`config.mk`:
```
export PLATFORM = sky130hd
export DESIGN_NAME = load_store_unit
export DESIGN_NICKNAME = d
export VERILOG_FILES = /design/src/rtl/load_store_unit.sv
export SDC_FILE = /design/constraint.sdc
export NUM_CORES = 1
export LEC_CHECK = 0
export CELL_PAD_IN_SITES_DETAIL_PLACEMENT = 0
export CELL_PAD_IN_SITES_GLOBAL_PLACEMENT = 2
export CORE_ASPECT_RATIO = 2
export CORE_MARGIN = 4
export CORE_UTILIZATION = 28
export DETAILED_ROUTE_END_ITERATION = 6
export GPL_ROUTABILITY_DRIVEN = 0
export HOLD_SLACK_MARGIN = 0.1
export PLACE_DENSITY = 0.88
export SYNTH_ARGS = -nofsm -noshare
export SYNTH_HDL_FRONTEND = slang
export SYNTH_SLANG_ARGS = --single-unit
```
`constraint.sdc`:
```
create_clock -name clk -period 2.75 [get_ports clk]
set_clock_uncertainty 0.1 [all_clocks]
set_input_delay 0.275 -clock clk [delete_from_list [all_inputs] [get_ports clk]]
set_output_delay 0.275 -clock clk [all_outputs]
set_load 0.02 [all_outputs]
```
`src/rtl/load_store_unit.sv`:
```
`default_nettype none
// ============================================================================
// Module      : load_store_unit
// Description : Processor-side initiator for data_memory. It turns byte, half
//               and word loads/stores into word accesses. Sub-word stores are
//               done as read-modify-write. Load lanes are sign/zero-extended.
// Revision    : 1.0 - initial release
// ============================================================================
module load_store_unit #(
    parameter int ADDR_W = 10
) (
    input  logic        clk,
    input  logic        rst_n,
    input  logic        req_valid_i,
    output logic        req_ready_o,
    input  logic        req_write_i,
    input  logic [1:0]  req_size_i,
    input  logic        req_signed_i,
    input  logic [31:0] req_addr_i,
    input  logic [31:0] req_wdata_i,
    output logic        resp_valid_o,
    output logic [31:0] resp_rdata_o,
    output logic        resp_error_o,
    output logic        mem_write_o,
    output logic        mem_read_o,
    output logic [31:0] mem_address_o,
    output logic [31:0] mem_write_data_o,
    input  logic [31:0] mem_read_data_i
);

    typedef enum logic [2:0] {
        IDLE   = 3'd0,
        LOAD   = 3'd1,
        STORE  = 3'd2,
        RMW_RD = 3'd3,
        RMW_WR = 3'd4
    } state_t;

    state_t             state_q, state_d;
    logic [ADDR_W+1:0]  addr_q, addr_d;
    logic [1:0]         size_q, size_d;
    logic               signed_q, signed_d;
    logic [31:0]        wdata_q, wdata_d;
    logic [31:0]        merge_q, merge_d;
    logic [31:0]        rdata_q, rdata_d;
    logic               resp_valid_q, resp_valid_d;
    logic               resp_error_q, resp_error_d;

    logic               req_err;
    logic [7:0]         lane_b;
    logic [15:0]        lane_h;
    logic [31:0]        load_ext;
    logic [31:0]        merged;

    // Upper byte-address bits alias onto the decoded word range.
    logic               unused_addr_bits;
    assign unused_addr_bits = ^req_addr_i[31:ADDR_W+2];

    // Illegal size or misaligned access is rejected before any memory traffic.
    always_comb begin
        req_err = (req_size_i == 2'b11)
                | ((req_size_i == 2'b01) & req_addr_i[0])
                | ((req_size_i == 2'b10) & (req_addr_i[1:0] != 2'b00));
    end

    // Extract the addressed lane from the read word and extend it.
    always_comb begin
        lane_b = mem_read_data_i[{addr_q[1:0], 3'b000} +: 8];
        lane_h = mem_read_data_i[{addr_q[1], 4'b0000} +: 16];
        case (size_q)
            2'b00:   load_ext = {{24{signed_q & lane_b[7]}}, lane_b};
            2'b01:   load_ext = {{16{signed_q & lane_h[15]}}, lane_h};
            default: load_ext = mem_read_data_i;
        endcase
    end

    // Replace the target lane of the read word, keeping the other lanes intact.
    always_comb begin
        merged = mem_read_data_i;
        if (size_q == 2'b00) begin
            merged[{addr_q[1:0], 3'b000} +: 8] = wdata_q[7:0];
        end else begin
            merged[{addr_q[1], 4'b0000} +: 16] = wdata_q[15:0];
        end
    end

    // Next-state logic and memory strobes, decoded from state only.
    always_comb begin
        state_d          = state_q;
        addr_d           = addr_q;
        size_d           = size_q;
        signed_d         = signed_q;
        wdata_d          = wdata_q;
        merge_d          = merge_q;
        rdata_d          = 32'd0;
        resp_valid_d     = 1'b0;
        resp_error_d     = 1'b0;
        mem_read_o       = 1'b0;
        mem_write_o      = 1'b0;
        mem_write_data_o = 32'd0;
        case (state_q)
            IDLE: begin
                if (req_valid_i) begin
                    addr_d   = req_addr_i[ADDR_W+1:0];
                    size_d   = req_size_i;
                    signed_d = req_signed_i;
                    wdata_d  = req_wdata_i;
                    if (req_err) begin
                        resp_valid_d = 1'b1;
                        resp_error_d = 1'b1;
                    end else if (!req_write_i) begin
                        state_d = LOAD;
                    end else if (req_size_i == 2'b10) begin
                        state_d = STORE;
                    end else begin
                        state_d = RMW_RD;
                    end
                end
            end
            LOAD: begin
                mem_read_o   = 1'b1;
                rdata_d      = load_ext;
                resp_valid_d = 1'b1;
                state_d      = IDLE;
            end
            STORE: begin
                mem_write_o      = 1'b1;
                mem_write_data_o = wdata_q;
                resp_valid_d     = 1'b1;
                state_d          = IDLE;
            end
            RMW_RD: begin
                mem_read_o = 1'b1;
                merge_d    = merged;
                state_d    = RMW_WR;
            end
            RMW_WR: begin
                mem_write_o      = 1'b1;
                mem_write_data_o = merge_q;
                resp_valid_d     = 1'b1;
                state_d          = IDLE;
            end
            default: state_d = IDLE;
        endcase
    end

    // State and datapath registers; reset abandons any operation in flight.
    always_ff @(posedge clk or negedge rst_n) begin
        if (!rst_n) begin
            state_q      <= IDLE;
            addr_q       <= '0;
            size_q       <= 2'b00;
            signed_q     <= 1'b0;
            wdata_q      <= 32'd0;
            merge_q      <= 32'd0;
            rdata_q      <= 32'd0;
            resp_valid_q <= 1'b0;
            resp_error_q <= 1'b0;
        end else begin
            state_q      <= state_d;
            addr_q       <= addr_d;
            size_q       <= size_d;
            signed_q     <= signed_d;
            wdata_q      <= wdata_d;
            merge_q      <= merge_d;
            rdata_q      <= rdata_d;
            resp_valid_q <= resp_valid_d;
            resp_error_q <= resp_error_d;
        end
    end

    assign req_ready_o   = (state_q == IDLE);
    assign resp_valid_o  = resp_valid_q;
    assign resp_error_o  = resp_error_q;
    assign resp_rdata_o  = rdata_q;
    assign mem_address_o = {{(32-ADDR_W){1'b0}}, addr_q[ADDR_W+1:2]};

endmodule
`default_nettype wire

```
; Word level (Yosys, flattened, before mapping)
; Cells that the tools add are included.
[classes]
bitwise_logic = 6
shift = 6
magnitude_cmp = 0
n_mul = 0
mux = 17
n_reduce_logical = 8
add_sub_neg = 2
div = 0
eq_ne = 10
[op_table]
columns = operator, n
row1 = $pmux W32 S2, 2
row2 = $bwmux W32, 2
row3 = $mux W32, 2
row4 = $shift A16 B7 Y32 const A, 1
row5 = $shift A8 B7 Y32 const A, 1
row6 = $shiftx A16 B7 Y32, 1
row7 = $shiftx A32 B6 Y16, 1
row8 = $shiftx A32 B6 Y8, 1
row9 = $shiftx A8 B7 Y32, 1
row10 = $neg A5 Y7, 2
row11 = $eq A3 B2 Y1 const B, 2
row12 = $mux W1, 6
row13 = $mux W3, 2
row14 = $pmux W3 S2, 1
row15 = $and A1 B1 Y1, 4
row16 = $eq A2 B1 Y1 const B, 2
row17 = $eq A2 B2 Y1 const B, 2
row18 = $ne A2 B2 Y1 const B, 2
row19 = $reduce_and A2 Y1, 2
row20 = $reduce_or A2 Y1, 2
row21 = $eq A3 B1 Y1 const B, 1
row22 = $eq A3 B3 Y1 const B, 1
row23 = $logic_not A3 Y1, 1
row24 = $reduce_or A3 Y1, 1
row25 = 5 further kinds, 6
[word_totals]
memories = 0
register_bits = 116
latch_bits = 0
mem_bits_rw = 0
mem_bits_ro = 0
in_bits = 103

; Longest topological paths before layout
[depth]
ltp_word = 7
ltp_mapped = 9
mapped_depth_nobuf = 6

; Least setup slack after synthesis
; Ideal clock, no wire load.
[synth_path]
path_type = reg2reg
start = reg addr_q[1]
end = reg merge_q[7]
t_required_ns = 2.555
arrival_time_ns = 2.134
path_buffers = 2
slack_ns = 0.421
path_stages_with_launch = 8
path_cell_list = dfrtp_1 -> buf_6 -> buf_2 -> inv_1 -> ha_1 -> nor3_1 -> a221oi_1 -> o31ai_1
[synth_via]
elab_chain_cells = 4
elab_cells_between_ends = 9
[synth_rtl]
columns = item, line_no
row1 = start: declaration, 40  ; logic [ADDR_W+1:0] addr_q, addr_d;
row2 = start signal: assignment, 161  ; addr_q <= addr_d;
row3 = $neg A5 Y7 (on tied branches), "83, 81"
row4 = "$shiftx A16 B7 Y32, or another cell as far along", 83  ; merged[{addr_q[1], 4'b0000} +: 16] = wdata_q[15:0];
row5 = $bwmux W32 (on tied branches), "83, 81"
row6 = $mux W32 (*), 80  ; if (size_q == 2'b00) begin
row7 = end signal: assignment, 165  ; merge_q <= merge_d;
row8 = end: declaration, 44  ; logic [31:0] merge_q, merge_d;
; Every way passes the cells marked *; elsewhere a longest branch is shown, timed or not.
; A chain may end at the register's enable or synchronous reset.

; Worst setup path after layout
[layout_path]
start = reg state_q[1]
end = out mem_write_data_o[4]
[layout_via]
elab_chain_cells = 2
elab_cells_between_ends = 3
[layout_rtl]
columns = item, line_no
row1 = start: declaration, 39  ; state_t state_q, state_d;
row2 = start signal: assignment, 160  ; state_q <= state_d;
row3 = $eq A3 B3 Y1 / $eq A3 B2 Y1 (equally long branches), 101  ; case (state_q)
row4 = $pmux W32 S2 (*), 101
row5 = end: declaration, 27  ; output logic [31:0] mem_write_data_o,
; Marked as above.

==> impl_metrics.json <==
{
  "status": "complete, no violations",
  "min_period_ns": 2.58,
  "die_h_um": 218,
  "slew_headroom_pct": 53.6,
  "die_width_um": 113,
  "drtIter0Drc": 376,
  "synth_cell_type_count": 42,
  "setup_viol": 0,
  "drt_wl_total_mm": 21.7,
  "start_kind": "flip-flop",
  "max_stage_delay_ns": 0.62,
  "end_kind": "output port",
  "nNetsFinal": 813,
  "row_count": 76,
  "clock_tree.buffer_depth": 2,
  "synthAdderAreaFrac_pct": 1.18,
  "io_buffers": 161,
  "worst_path_max_delay_cell": "clkdlybuf4s50_1",
  "timing_worst_slew_pin_value_ns": 0.696,
  "post-place-ws_ns": 0.572,
  "cts_tree": "built",
  "slew_violations": 0,
  "initial_core_util_pct": 28.6,
  "drv_cap": 0,
  "ant_nets": 0,
  "yosysTopAreaCell": "dfrtp_1",
  "cp.arrival_ns": 2.20,
  "vias_per_cell": 5.25,
  "synth_area_sq_um": 6170,
  "ys_async_sr_fraction_pct": 100,
  "critPathKind": "flip-flop to output port",
  "synth-compound-area-share_pct": 21.3,
  "post-cts-setup-buffers": 0,
  "synth_seq_cells": 116,
  "ioPinCount": 204,
  "worst_slack_ns": 0.171,
  "setup_tns_ns": 0,
  "vias": 5203,
  "synth-edff-count": 0,
  "synth_area_per_cell_sq_um": 10.9,
  "ctsResizeCount": 0,
  "drive_gt1_share_pct": 16.4,
  "p_per_area_nw_per_um2": 700,
  "grt_pass1_wl_mm": 32.1,
  "dr.pass1.iters": 5,
  "muxShareOfSynthArea_pct": 14.4,
  "fin_cells": 991,
  "synthXorXnorAreaFrac_pct": 0,
  "vdd_ir_drop_max_mv": 0.351,
  "yosys_warnings": 0,
  "fmax_mhz": 388,
  "grt_use_total_pct": 17.5,
  "synthFlopType": "dfrtp_1",
  "overflow": 0,
  "grt_max_degree": 65,
  "grt_pass1_vias": 5195,
  "layout_commonest_cell": "clkdlybuf4s50_1",
  "dp.cells": 958,
  "fp.coreArea_sq_um": 21600,
  "die-area_sq_um": 24600,
  "cts_htree_levels": 4,
  "synth_area_leaders": "dfrtp_1 (47%), mux2_2 (9.3%), a22o_1 (8.8%)",
  "finalCritPeriodShare_pct": 93.8,
  "clkLatencyLatePin_ns": 0.42,
  "hold_viol": 0,
  "antenna_cells": 0,
  "p_leak_nw": 3.74,
  "cts.sinks": 116,
  "cts_buffers": 17,
  "drc": 0,
  "ys_seq_area_share_pct": 47.1,
  "worstPathRequired_ns": 2.38,
  "synthToLayoutAreaGrowth_pct": 39.0,
  "cts_hold_buf": 1,
  "final_util_pct": 39.7,
  "final_cell_mix": "clkdlybuf4s50_1 (157), dfrtp_1 (115), a22o_1 (62)",
  "wl_per_cell_um": 21.9,
  "hp-class": "input port to async pin",
  "yosysTopAreaCellShare_pct": 47.1,
  "rsz0062_at_grt": "false",
  "synth-simple-area-share_pct": 6.94,
  "grt_antenna_before_repair": 1,
  "clkTransAtPathRegs_ns": 0.05,
  "clockRootBuffer": "clkbuf_16",
  "synth_top_family_by_area": "compound AO/OA/AOI/OAI gates",
  "netlist_instances": 567,
  "dpl.hpwl_mm": 15.8,
  "path_cells": "nor3b_2 -> buf_12 -> a22o_1 -> clkdlybuf4s50_1",
  "cp_max_fo": 33,
  "hold_slack_ns": 0.166
}
## through the flow
step / power (mW) / area [sq um]
after floorplan: 3.20 / 6250
after global placement: 3.76 / 7970
after detailed placement: 3.79 / 7970
after CTS: 6.06 / 8570
after global routing: 6.27 / 8570
final: 6.00 / 8570
## worst paths after layout
kind	endpoint	depth (start not counted)	startpoint	slack, ns
max reg2reg	resp_rdata_o[14]	5	addr_q[1]	0.54
max	mem_write_data_o[4]	4	state_q[1]	0.17
max in group asynchronous	wdata_q[19]	3	rst_n	1.74
min	resp_rdata_o[31]	2	rst_n	0.17
min reg2reg	merge_q[7]	2	merge_q[7]	0.39
min in group clk	state_q[0]	2	req_write_i	0.35
## flip-flops by register name, indices dropped and copies added, names as in the netlist
name,flops
state_q,3
signed_q,1
wdata_q,32
resp_valid_o,1
size_q,2
merge_q,32
resp_rdata_o,32
resp_error_o,1
addr_q,12
## critical path: cells and delay by family, from the launching register on
| kind | cells | cell delay [ns] |
|---|---|---|
| buf+inv | 2 | 0.87 |
| flops | 1 | 0.44 |
| simple gates | 1 | 0.27 |
| compound gates | 1 | 0.20 |
## final cells by class
type / instances / area, sq um
well taps: 273 / 342
clock inverters: 10 / 130
multi-input cells: 369 / 2800
fillers: 2114 / 13000
repair buffers: 182 / 1860
inverters: 19 / 71.3
clock buffers: 22 / 464
flip-flops and latches: 116 / 2900
## where the power goes
part / internal [mW] / switching, mW
clock: 1.46 / 0.785
combinational: 0.735 / 0.758
sequential: 2.02 / 0.244
total: 4.22 / 1.79
## routing by layer
layer	part of all wire (%)	GRT usage [%]	vias to the layer above
li1	-	-	2338
met1	34	18.0	2596
met2	55	31.9	218
met3	5.9	4.33	49
met4	4.7	9.47	2
met5	0.060	0	-
## cell families (layout without fill, tap and decap cells)
group | Yosys count | count (layout)
AOI/OAI and AO/OA | 166 | 166
adders and majority gates | 6 | 6
buffers and inverters | 103 | 233
DFF | 116 | 116
muxes | 82 | 82
other | 1 | 22
and+or+nand+nor | 93 | 93
## synthesized netlist by cell type (all sizes together), types with 13 or more instances
library cell    n
a21oi          35
a221o          28
a22o           63
buf            60
clkbuf         24
dfrtp         116
inv            19
mux2           52
mux2i          30
nand2          58
nor2           13
o21ai          13
No activity file was read; power rests on OpenSTA's default activity.
